**src/rtl/hdlverifier_capture_ctrl_pkg.sv**
```systemverilog
// Shared types and sizing helpers for the capture/readout sequencer.
package hdlverifier_capture_ctrl_pkg;

   typedef enum logic [2:0] {
      ST_IDLE     = 3'd0,
      ST_ARMED    = 3'd1,
      ST_CAPTURE  = 3'd2,
      ST_READY    = 3'd3,
      ST_ISSUE    = 3'd4,
      ST_WAIT_ACK = 3'd5,
      ST_WAIT_END = 3'd6,
      ST_DONE     = 3'd7
   } state_t;

   // Timer counts 0 .. timeout-1, so it needs clog2(timeout) bits (at least one).
   function automatic int timer_width(input int timeout);
      return (timeout < 2) ? 1 : $clog2(timeout);
   endfunction

endpackage

```
**src/rtl/hdlverifier_capture_ctrl_if.sv**
```systemverilog
// Trigger/sample, capture-RAM write and JTAG chunk handshake signals of the sequencer.
interface hdlverifier_capture_ctrl_if #(parameter int ADDR_WIDTH = 5);
   logic                  arm;
   logic                  abort;
   logic                  trigger;
   logic                  data_valid;
   logic                  wr_en;
   logic [ADDR_WIDTH-1:0] waddr;
   logic                  chunk_req;
   logic                  newChunk;
   logic [ADDR_WIDTH-1:0] chunkSize;
   logic                  rdy_send;
   logic                  capture_done;
   logic                  busy;
   logic                  error;

   modport master (
      input  arm, abort, trigger, data_valid, chunk_req, rdy_send,
      output wr_en, waddr, newChunk, chunkSize, capture_done, busy, error
   );

   modport slave (
      output arm, abort, trigger, data_valid, chunk_req, rdy_send,
      input  wr_en, waddr, newChunk, chunkSize, capture_done, busy, error
   );
endinterface

```
**src/rtl/hdlverifier_capture_ctrl_rise_detect.sv**
```systemverilog
// Registered rising-edge detector; the previous value resets low.
module hdlverifier_capture_ctrl_rise_detect (
   input  logic clk,
   input  logic reset_n,
   input  logic din,
   output logic rise
);
   logic din_q;

   always_ff @(posedge clk) begin
      if (!reset_n) din_q <= 1'b0;
      else          din_q <= din;
   end

   assign rise = din & ~din_q;
endmodule

```
**src/rtl/hdlverifier_capture_ctrl.sv**
```systemverilog
// Capture-and-readout sequencer: fills the capture RAM after a trigger, then hands it
// to the JTAG read datapath one chunk at a time.
module hdlverifier_capture_ctrl
   import hdlverifier_capture_ctrl_pkg::*;
#(
   parameter int ADDR_WIDTH  = 5,
   parameter int CHUNK_SIZE  = 8,
   parameter int ACK_TIMEOUT = 16
) (
   input  logic                     clk,
   input  logic                     reset_n,
   hdlverifier_capture_ctrl_if.master bus
);
   localparam int DEPTH = 2 ** ADDR_WIDTH;
   localparam int TW    = timer_width(ACK_TIMEOUT);

   localparam logic [ADDR_WIDTH:0]   DEPTH_W    = (ADDR_WIDTH + 1)'(DEPTH);
   localparam logic [ADDR_WIDTH-1:0] LAST_ADDR  = ADDR_WIDTH'(DEPTH - 1);
   localparam logic [ADDR_WIDTH-1:0] CHUNK_W    = ADDR_WIDTH'(CHUNK_SIZE);
   localparam logic [TW-1:0]         TIMER_LAST = TW'(ACK_TIMEOUT - 1);

   state_t                state, state_nxt;
   logic [ADDR_WIDTH-1:0] waddr_q, waddr_nxt;
   logic [ADDR_WIDTH-1:0] chunk_size_q, chunk_size_nxt;
   logic [ADDR_WIDTH:0]   words_left_q, words_left_nxt;
   logic [TW-1:0]         timer_q, timer_nxt;
   logic                  capture_done_q, capture_done_nxt;
   logic                  error_q, error_nxt;
   logic                  req_rise;

   // The last chunk carries whatever is left; words_left only reaches DEPTH
   // when it exceeds CHUNK_SIZE, so the truncation in the else branch is safe.
   function automatic logic [ADDR_WIDTH-1:0] next_chunk(input logic [ADDR_WIDTH:0] left);
      return (left >= {1'b0, CHUNK_W}) ? CHUNK_W : left[ADDR_WIDTH-1:0];
   endfunction

   hdlverifier_capture_ctrl_rise_detect u_req_rise (
      .clk    (clk),
      .reset_n(reset_n),
      .din    (bus.chunk_req),
      .rise   (req_rise)
   );

   always_ff @(posedge clk) begin
      if (!reset_n) begin
         state          <= ST_IDLE;
         waddr_q        <= '0;
         chunk_size_q   <= CHUNK_W;
         words_left_q   <= DEPTH_W;
         timer_q        <= '0;
         capture_done_q <= 1'b0;
         error_q        <= 1'b0;
      end else begin
         state          <= state_nxt;
         waddr_q        <= waddr_nxt;
         chunk_size_q   <= chunk_size_nxt;
         words_left_q   <= words_left_nxt;
         timer_q        <= timer_nxt;
         capture_done_q <= capture_done_nxt;
         error_q        <= error_nxt;
      end
   end

   always_comb begin
      state_nxt        = state;
      waddr_nxt        = waddr_q;
      chunk_size_nxt   = chunk_size_q;
      words_left_nxt   = words_left_q;
      timer_nxt        = timer_q;
      capture_done_nxt = capture_done_q;
      error_nxt        = error_q;

      if (bus.abort) begin
         state_nxt        = ST_IDLE;
         capture_done_nxt = 1'b0;
      end else begin
         case (state)
            ST_IDLE, ST_DONE: begin
               if (bus.arm) begin
                  state_nxt        = ST_ARMED;
                  waddr_nxt        = '0;
                  words_left_nxt   = DEPTH_W;
                  error_nxt        = 1'b0;
                  capture_done_nxt = 1'b0;
               end
            end
            ST_ARMED: begin
               // The qualifying sample itself lands at address 0.
               if (bus.trigger && bus.data_valid) begin
                  state_nxt = ST_CAPTURE;
                  waddr_nxt = waddr_q + 1'b1;
               end
            end
            ST_CAPTURE: begin
               if (bus.data_valid) begin
                  if (waddr_q == LAST_ADDR) begin
                     state_nxt        = ST_READY;
                     waddr_nxt        = '0;
                     capture_done_nxt = 1'b1;
                  end else begin
                     waddr_nxt = waddr_q + 1'b1;
                  end
               end
            end
            ST_READY: begin
               if (req_rise) begin
                  state_nxt      = ST_ISSUE;
                  chunk_size_nxt = next_chunk(words_left_q);
               end
            end
            ST_ISSUE: begin
               state_nxt = ST_WAIT_ACK;
               timer_nxt = '0;
            end
            ST_WAIT_ACK: begin
               if (!bus.rdy_send) begin
                  state_nxt = ST_WAIT_END;
               end else if (timer_q == TIMER_LAST) begin
                  state_nxt        = ST_IDLE;
                  error_nxt        = 1'b1;
                  capture_done_nxt = 1'b0;
               end else begin
                  timer_nxt = timer_q + 1'b1;
               end
            end
            ST_WAIT_END: begin
               if (bus.rdy_send) begin
                  words_left_nxt = words_left_q - {1'b0, chunk_size_q};
                  state_nxt      = (words_left_nxt == '0) ? ST_DONE : ST_READY;
               end
            end
            default: state_nxt = ST_IDLE;
         endcase
      end
   end

   assign bus.wr_en        = bus.data_valid & ~bus.abort &
                             (((state == ST_ARMED) & bus.trigger) | (state == ST_CAPTURE));
   assign bus.waddr        = waddr_q;
   assign bus.newChunk     = (state == ST_ISSUE);
   assign bus.chunkSize    = chunk_size_q;
   assign bus.capture_done = capture_done_q;
   assign bus.busy         = (state == ST_ARMED)    || (state == ST_CAPTURE) ||
                             (state == ST_ISSUE)    || (state == ST_WAIT_ACK) ||
                             (state == ST_WAIT_END);
   assign bus.error        = error_q;
endmodule
```
**src/flat_wrapper.sv**
```systemverilog
// flat-port wrapper written by rule: the top's interface ports become plain ports
module hdlverifier_capture_ctrl_flat import hdlverifier_capture_ctrl_pkg::*;
#(
   parameter int ADDR_WIDTH  = 5,
   parameter int CHUNK_SIZE  = 8,
   parameter int ACK_TIMEOUT = 16
)
  (clk, reset_n, bus_arm, bus_abort, bus_trigger, bus_data_valid, bus_chunk_req, bus_rdy_send, bus_wr_en, bus_waddr, bus_newChunk, bus_chunkSize, bus_capture_done, bus_busy, bus_error);
  hdlverifier_capture_ctrl_if #(.ADDR_WIDTH(ADDR_WIDTH)) bus_i ();
  input  logic clk;
  input  logic reset_n;
  input wire logic [$bits(bus_i.arm)-1:0] bus_arm;
  input wire logic [$bits(bus_i.abort)-1:0] bus_abort;
  input wire logic [$bits(bus_i.trigger)-1:0] bus_trigger;
  input wire logic [$bits(bus_i.data_valid)-1:0] bus_data_valid;
  input wire logic [$bits(bus_i.chunk_req)-1:0] bus_chunk_req;
  input wire logic [$bits(bus_i.rdy_send)-1:0] bus_rdy_send;
  output wire logic [$bits(bus_i.wr_en)-1:0] bus_wr_en;
  output wire logic [$bits(bus_i.waddr)-1:0] bus_waddr;
  output wire logic [$bits(bus_i.newChunk)-1:0] bus_newChunk;
  output wire logic [$bits(bus_i.chunkSize)-1:0] bus_chunkSize;
  output wire logic [$bits(bus_i.capture_done)-1:0] bus_capture_done;
  output wire logic [$bits(bus_i.busy)-1:0] bus_busy;
  output wire logic [$bits(bus_i.error)-1:0] bus_error;
  assign bus_i.arm = bus_arm;
  assign bus_i.abort = bus_abort;
  assign bus_i.trigger = bus_trigger;
  assign bus_i.data_valid = bus_data_valid;
  assign bus_i.chunk_req = bus_chunk_req;
  assign bus_i.rdy_send = bus_rdy_send;
  assign bus_wr_en = bus_i.wr_en;
  assign bus_waddr = bus_i.waddr;
  assign bus_newChunk = bus_i.newChunk;
  assign bus_chunkSize = bus_i.chunkSize;
  assign bus_capture_done = bus_i.capture_done;
  assign bus_busy = bus_i.busy;
  assign bus_error = bus_i.error;
  hdlverifier_capture_ctrl #(.ADDR_WIDTH(ADDR_WIDTH), .CHUNK_SIZE(CHUNK_SIZE), .ACK_TIMEOUT(ACK_TIMEOUT)) u_core (.clk(clk), .reset_n(reset_n), .bus(bus_i));
endmodule
```
**config.mk**
```make
export PLATFORM = sky130hd
export DESIGN_NAME = hdlverifier_capture_ctrl_flat
export DESIGN_NICKNAME = d
export VERILOG_FILES = /design/src/rtl/hdlverifier_capture_ctrl_pkg.sv /design/src/rtl/hdlverifier_capture_ctrl_if.sv /design/src/rtl/hdlverifier_capture_ctrl_rise_detect.sv /design/src/rtl/hdlverifier_capture_ctrl.sv /design/src/flat_wrapper.sv
export SDC_FILE = /design/constraint.sdc
export NUM_CORES = 1
export LEC_CHECK = 0
export BUFFER_PORTS_ARGS = -buffer_cell sky130_fd_sc_hd__buf_2
export CORE_MARGIN = 8
export CORE_UTILIZATION = 39
export CTS_CLUSTER_SIZE = 8
export DETAILED_ROUTE_END_ITERATION = 7
export SLEW_MARGIN = 20
export SYNTH_ARGS = -nofsm -noshare
export SYNTH_HDL_FRONTEND = slang
export SYNTH_SLANG_ARGS = --single-unit
export TNS_END_PERCENT = 10
```
**constraint.sdc**
```tcl
create_clock -name clk -period 2.2 [get_ports clk]
set_clock_uncertainty 0.1 [all_clocks]
set_input_delay 0.44 -clock clk [delete_from_list [all_inputs] [get_ports clk]]
set_output_delay 0.44 -clock clk [all_outputs]
set_load 0.01 [all_outputs]
```
==> flow_summary.json, run 1 <==
{
  "grt_pass1_vias": 1482,
  "path_class": "reg -> out",
  "hold_violations": 0,
  "core_um2": 4290,
  "drt-initial-drc-count": 83,
  "grt_max_degree": 14,
  "ios": 23,
  "synthFlopType": "dfxtp_1",
  "totalWireLength_mm": 4.10,
  "pre_cts_ws_ns": 0.158,
  "die-area_um2": 6770,
  "area_growth_pct": 15.4,
  "synth-seq-cells": 26,
  "port_buffers": 22,
  "fmax_mhz": 484,
  "worstMarginPinSlew_ns": 0.472,
  "cp-start-kind": "flip-flop",
  "n_antenna_cell": 0,
  "gp_congestion": 0.817,
  "cts_tree": "built",
  "yosysWarnings": 0,
  "hold_path.class": "in -> reg",
  "max-vdd-ir-drop_mv": 0.194,
  "cts_resized": 0,
  "via_per_inst": 5.55,
  "p_seq_share_pct": 55.1,
  "timing.rr.start": "u_core.bus.waddr[1]$_SDFFE_PN0P_",
  "critical_path_required_ns": 1.66,
  "setup_slack_ns": 0.135,
  "syn_area_per_cell_um2": 8.24,
  "final_antenna_net_count": 0,
  "arrival_ns": 1.52,
  "start_util_pct": 39.9,
  "setup_viol": 0,
  "synth-edff-count": 0,
  "synth_fp_nets": 225,
  "drv_slew": 0,
  "finalSetupTns_ns": 0,
  "nets": 254,
  "status": "finished clean",
  "grtUsageTotal_pct": 12.5,
  "power_uw": 872,
  "clkLatencyLatePin_ns": 0.27,
  "min_from": "bus_chunk_req",
  "post_cts_buffers": 0,
  "wl_per_cell_um": 14.3,
  "num_vias": 1594,
  "p_int_uw": 648,
  "syn_inst": 208,
  "ys_seq_area_share_pct": 30.4,
  "p_sw_share_pct": 25.8,
  "finalCritPeriodShare_pct": 93.9,
  "p_comb_share_pct": 13.9,
  "fp.dieH_um": 82.3,
  "period_needed_ns": 2.06,
  "path_clk_slew_ns": 0.09,
  "rows": 24,
  "place_area_um2": 1930,
  "drtPass1Iterations": 4,
  "critPathMaxFanout": 10,
  "cts_hold_buf": 0,
  "fillers": 444,
  "drcViolationCount": 0,
  "p_leak_nw": 0.825,
  "overflow": 0,
  "min_path_cells": 2,
  "cts_root_buf": "clkbuf_8",
  "hpwlAfterDp_mm": 3.09,
  "reg2reg_depth": 8,
  "r2r-end": "u_core.state[1]$_SDFFE_PP0P_",
  "antenna_found_initial": 0,
  "crit_path_end_kind": "primary output",
  "die_x_um": 82.3,
  "ys_types": 51,
  "powerDensity_nw_per_um2": 441,
  "grt_pass1_wl_mm": 6.71,
  "maxSlewHeadroom_pct": 68.5,
  "cap_violations": 0,
  "drive_gt1_share_pct": 19.1,
  "async_reset_ff_share_pct": 0,
  "cts_buffer_depth": 2,
  "htreeDepth": 1,
  "clkSinkCount": 26,
  "ff2ff_setup_slack_ns": 0.15,
  "synth.cell_area_um2": 1710,
  "min_to": "u_core.u_req_rise.din_q$_SDFF_PN0_",
  "cts_made_buffers": 3,
  "switchingPower_uw": 225,
  "design_area_um2": 1980,
  "rsz0062_at_grt": "yes",
  "clkPwrFrac_pct": 31.0
}
==> final cells by class <==
class | instances | area, µm² | share of cell area (%)
Clock buffer | 3 | 41.3 | 2.09
Inverter | 10 | 40.0 | 2.02
Multi-Input combinational cell | 163 | 1120 | 56.4
Sequential cell | 26 | 523 | 26.4
Tap cell | 52 | 65.1 | 3.29
Timing Repair Buffer | 33 | 193 | 9.74
==> cell usage in the layout, fill, tap and decap left out, types with 4 or more instances in the layout <==
cell type  Yosys  layout
nand4_1        4       4
nand2_1        8       8
nor2_1        16      16
inv_1          8       8
buf_2          1      22
buf_4          1      11
and3_1         5       5
a21boi_0       7       7
o21ai_0       13      13
mux2i_1        7       7
a21o_1         5       5
a21oi_1       12      12
nand3_1        8       8
nor2b_1       13      12
nand2b_1       6       6
dfxtp_1       26      24
ha_1           8       8
a211oi_1       4       4
nor3_1         4       4
==> state kept, by name, indices dropped and copies added (netlist names) <==
register	count
u_core.u_req_rise.din_q	1
u_core.bus.waddr	5
u_core.bus.chunkSize	5
u_core.words_left_q	6
u_core.bus.error	1
u_core.state	3
u_core.timer_q	4
u_core.bus.capture_done	1
==> metrics by stage <==
stage	util (%)	instances	hold WS, ns
after floorplan	-	208	0.383
after global placement	44.8	284	0.363
after detailed placement	44.8	284	0.371
after CTS	45.8	287	0.285
after global routing	46.1	287	0.288
final	46.1	287	0.297
==> critical path, cell delays in order (launching register included) <==
cell      delay [ns]
dfxtp_1         0.42
or3_1           0.51
a21boi_0        0.17
buf_2           0.15
==> power by group through the flow <==
stage          Clock [mW]  Combinational [mW]  Sequential, mW
2_1_floorplan           0              0.0788           0.488
3_3_place_gp            0               0.120           0.491
3_5_place_dp            0               0.119           0.491
4_1_cts             0.283               0.120           0.480
5_1_grt             0.304               0.133           0.482
6_report            0.270               0.121           0.480
==> Yosys cell counts, drive strengths merged, types with 2 or more instances <==
master,n,area [µm²]
ha,8,100
a21boi,7,52.6
nor2,16,60.1
a31oi,2,12.5
inv,9,36.3
dfxtp,26,521
and3b,3,26.3
nand4b,3,26.3
nand2b,6,37.5
nand4,4,25.0
nor2b,13,81.3
and2,3,18.8
buf,3,23.8
o21ai,15,75.1
a211oi,5,50.1
and3,5,31.3
nand2,8,30.0
or3,4,30.0
clkbuf,6,22.5
nor3,4,20.0
a21o,5,37.5
o31ai,3,22.5
nand3,8,40.0
xnor2,2,17.5
o21a,3,22.5
mux2i,7,70.1
a21oi,13,68.8
==> logic make-up (layout without fill, tap and decap cells) <==
group,count (synthesis),count (layout),synth area share (%)
flops,26,26,30.4
fa+ha+maj,9,9,7.01
compound gates,61,61,24.2
xor+xnor,2,2,1.02
mux,7,7,4.09
simple gates,84,84,28.3
buf+inv,19,46,5.04
==> worst max path at each step <==
stage	startpoint	to	slack (ns)	cells past startpoint
after floorplan	u_core.bus.waddr[0]$_SDFFE_PN0P_	u_core.state[1]$_SDFFE_PP0P_	0.12	8
after global placement	bus_rdy_send	u_core.words_left_q[5]$_SDFFE_PN1P_	0.18	6
after detailed placement	u_core.bus.waddr[0]$_SDFFE_PN0P_	u_core.state[0]$_SDFFE_PP0P_	0.16	9
after CTS	u_core.state[0]$_SDFFE_PP0P_	bus_wr_en	0.08	4
after global routing	u_core.bus.waddr[1]$_SDFFE_PN0P_	u_core.state[0]$_SDFFE_PP0P_	-0.02	9
final	u_core.state[2]$_SDFFE_PP0P_	bus_busy	0.14	3
==> metal layers <==
layer  GRT usage, %  vias up  share of wire [%]
li1               -      814                  -
met1           15.8      739                 48
met2           20.7       35                 46
met3           1.30        6                4.0
met4           5.79        0                1.9
met5              0        -                  0
Note: power is estimated with default switching activity, not from simulation.
==> run 2, diff against run 1 <==
--- a/config.mk
+++ b/config.mk
@@ -7,9 +7,10 @@
 export LEC_CHECK = 0
 export BUFFER_PORTS_ARGS = -buffer_cell sky130_fd_sc_hd__buf_2
 export CORE_MARGIN = 8
-export CORE_UTILIZATION = 39
+export CORE_UTILIZATION = 57
 export CTS_CLUSTER_SIZE = 8
 export DETAILED_ROUTE_END_ITERATION = 7
+export PLACE_DENSITY = 0.79
 export SLEW_MARGIN = 20
 export SYNTH_ARGS = -nofsm -noshare
 export SYNTH_HDL_FRONTEND = slang
==> run 2 against run 1 <==
  * Die area fell by 26%
  * Worst hold slack worse by 0.056 ns
  * Largest cell class unchanged
  * Critical path type unchanged
  * Non-clock buffer count decreased by 2
  * Highest routed layer unchanged
==> flow_summary.json, run 2 (same netlist as run 1, synthesis figures left out) <==
{
  "status": "finished clean",
  "area_growth_pct": 14.7,
  "period_needed_ns": 2.10,
  "maxSlewHeadroom_pct": 55.8,
  "path_clk_slew_ns": 0.15,
  "grt_max_degree": 21,
  "setup_viol": 0,
  "via_per_inst": 6.06,
  "ff2ff_setup_slack_ns": 0.11,
  "overflow": 0,
  "cts_made_buffers": 3,
  "clkLatencyLatePin_ns": 0.33,
  "setup_slack_ns": 0.103,
  "critPathMaxFanout": 12,
  "cts_root_buf": "clkbuf_4",
  "max-vdd-ir-drop_mv": 0.333,
  "rows": 20,
  "crit_buf_inv": 1,
  "clkSinkCount": 26,
  "mostFrequentLayoutCells": "22 x buf_2, 21 x dfxtp_1, 16 x nor2_1",
  "crit_path_top_delay_cell": "or3_1",
  "gp_congestion": 0.836,
  "cts_buffer_depth": 2,
  "cap_violations": 0,
  "largest_register": "u_core.words_left_q",
  "cp_top_family": "simple AND/OR/NAND/NOR gates",
  "ios": 23,
  "port_buffers": 22,
  "n_antenna_cell": 0,
  "wl_per_cell_um": 14.9,
  "power_uw": 926,
  "die-area_um2": 5020,
  "cp-endpoint": "bus_busy",
  "powerDensity_nw_per_um2": 471,
  "totalWireLength_mm": 3.99,
  "reg2reg_depth": 8,
  "dp.cells": 263,
  "design_area_um2": 1970,
  "fmax_mhz": 477,
  "drt-initial-drc-count": 244,
  "final_antenna_net_count": 0,
  "drcViolationCount": 0,
  "num_vias": 1618,
  "cp-start-kind": "flip-flop",
  "drv_slew": 0,
  "crit_start": "u_core.state[2]$_SDFFE_PP0P_",
  "nets": 252,
  "grtUsageTotal_pct": 16.2,
  "finalCritPeriodShare_pct": 95.3,
  "die_x_um": 70.8,
  "pre_cts_ws_ns": 0.0552,
  "drtPass1Iterations": 4,
  "grt_pass1_wl_mm": 6.87,
  "arrival_ns": 1.56,
  "path_depth": 3,
  "post_cts_buffers": 0,
  "hold_path.class": "in -> reg",
  "drive_gt1_share_pct": 20.5,
  "worstMarginPinSlew_ns": 0.656,
  "place_area_um2": 1890,
  "cts_resized": 1,
  "core_um2": 2950,
  "fp.dieH_um": 70.8,
  "path_class": "reg -> out",
  "critical_path_required_ns": 1.66,
  "fin_cells": 267,
  "start_util_pct": 58.1,
  "hpwlAfterDp_mm": 2.97,
  "cts_tree": "built",
  "p_leak_nw": 0.826,
  "crit_chain": "or3_1 -> a21boi_0 -> buf_2",
  "max_stage_delay_ns": 0.49,
  "timing.rr.start": "u_core.bus.waddr[0]$_SDFFE_PN0P_",
  "crit_path_end_kind": "primary output",
  "antenna_found_initial": 0,
  "largest_reg_flops": 6,
  "hold_violations": 0,
  "grt_pass1_vias": 1488,
  "htreeDepth": 1,
  "cts_hold_buf": 0,
  "r2r-end": "u_core.state[1]$_SDFFE_PP0P_",
  "final_common_cell": "buf_2"
}
[run 2: cell types whose count changed in the layout (fill, tap and decap cells not counted), sizes merged]
| cell | before | now |
|---|---|---|
| bufinv | 0 | 1 |
| buf | 33 | 31 |
[run 2: power breakdown]
group | switching (mW) | internal (mW) | leakage (nW)
registers | 0.00768 | 0.474 | 0.213
logic | 0.0686 | 0.0478 | 0.585
clock network | 0.144 | 0.184 | 0.0279
[run 2: worst reg2reg max path: stages (launching register included)]
cell	delay [ns]
dfxtp_4	0.39
ha_1	0.18
and3_1	0.19
ha_1	0.18
nand3_1	0.11
a31oi_2	0.22
o211ai_1	0.15
a2111o_1	0.41
a21oi_1	0.13
[run 2: how the worst min path moves through the flow]
stage	startpoint	end	slack [ns]	depth (start not counted)
4_1_cts	bus_chunk_req	u_core.u_req_rise.din_q$_SDFF_PN0_	0.24	2
5_1_grt	bus_chunk_req	u_core.u_req_rise.din_q$_SDFF_PN0_	0.24	2
2_1_floorplan	u_core.words_left_q[0]$_SDFFE_PN0P_	u_core.words_left_q[0]$_SDFFE_PN0P_	0.38	2
6_report	bus_chunk_req	u_core.u_req_rise.din_q$_SDFF_PN0_	0.24	2
3_5_place_dp	u_core.bus.chunkSize[3]$_SDFFE_PN1P_	u_core.bus.chunkSize[3]$_SDFFE_PN1P_	0.37	1
3_3_place_gp	u_core.bus.chunkSize[3]$_SDFFE_PN1P_	u_core.bus.chunkSize[3]$_SDFFE_PN1P_	0.36	1
[run 2: cell type report]
class | instances | area [µm²]
Multi-Input combinational cell | 163 | 1120
Fill cell | 269 | 987
Sequential cell | 26 | 532
Timing Repair Buffer | 31 | 178
Tap cell | 33 | 41.3
Inverter | 10 | 40.0
Clock inverter | 1 | 30.0
Clock buffer | 3 | 22.5
[run 2: routing by layer]
layer / GRT usage [%] / wire length [µm] / vias up
met2: 26.0 / 1820 / 44
met4: 5.31 / 46 / 0
met1: 21.1 / 1910 / 758
li1: - / - / 812
met5: 0 / 0 / -
met3: 3.11 / 215 / 4
[run 2: stage by stage]
step	util [%]	hold slack, ns	TNS [ns]
final	66.6	0.241	0
after floorplan	-	0.383	0
after global placement	63.9	0.364	0
after CTS	65.7	0.236	0
after global routing	66.6	0.235	-0.000406
after detailed placement	63.9	0.371	0
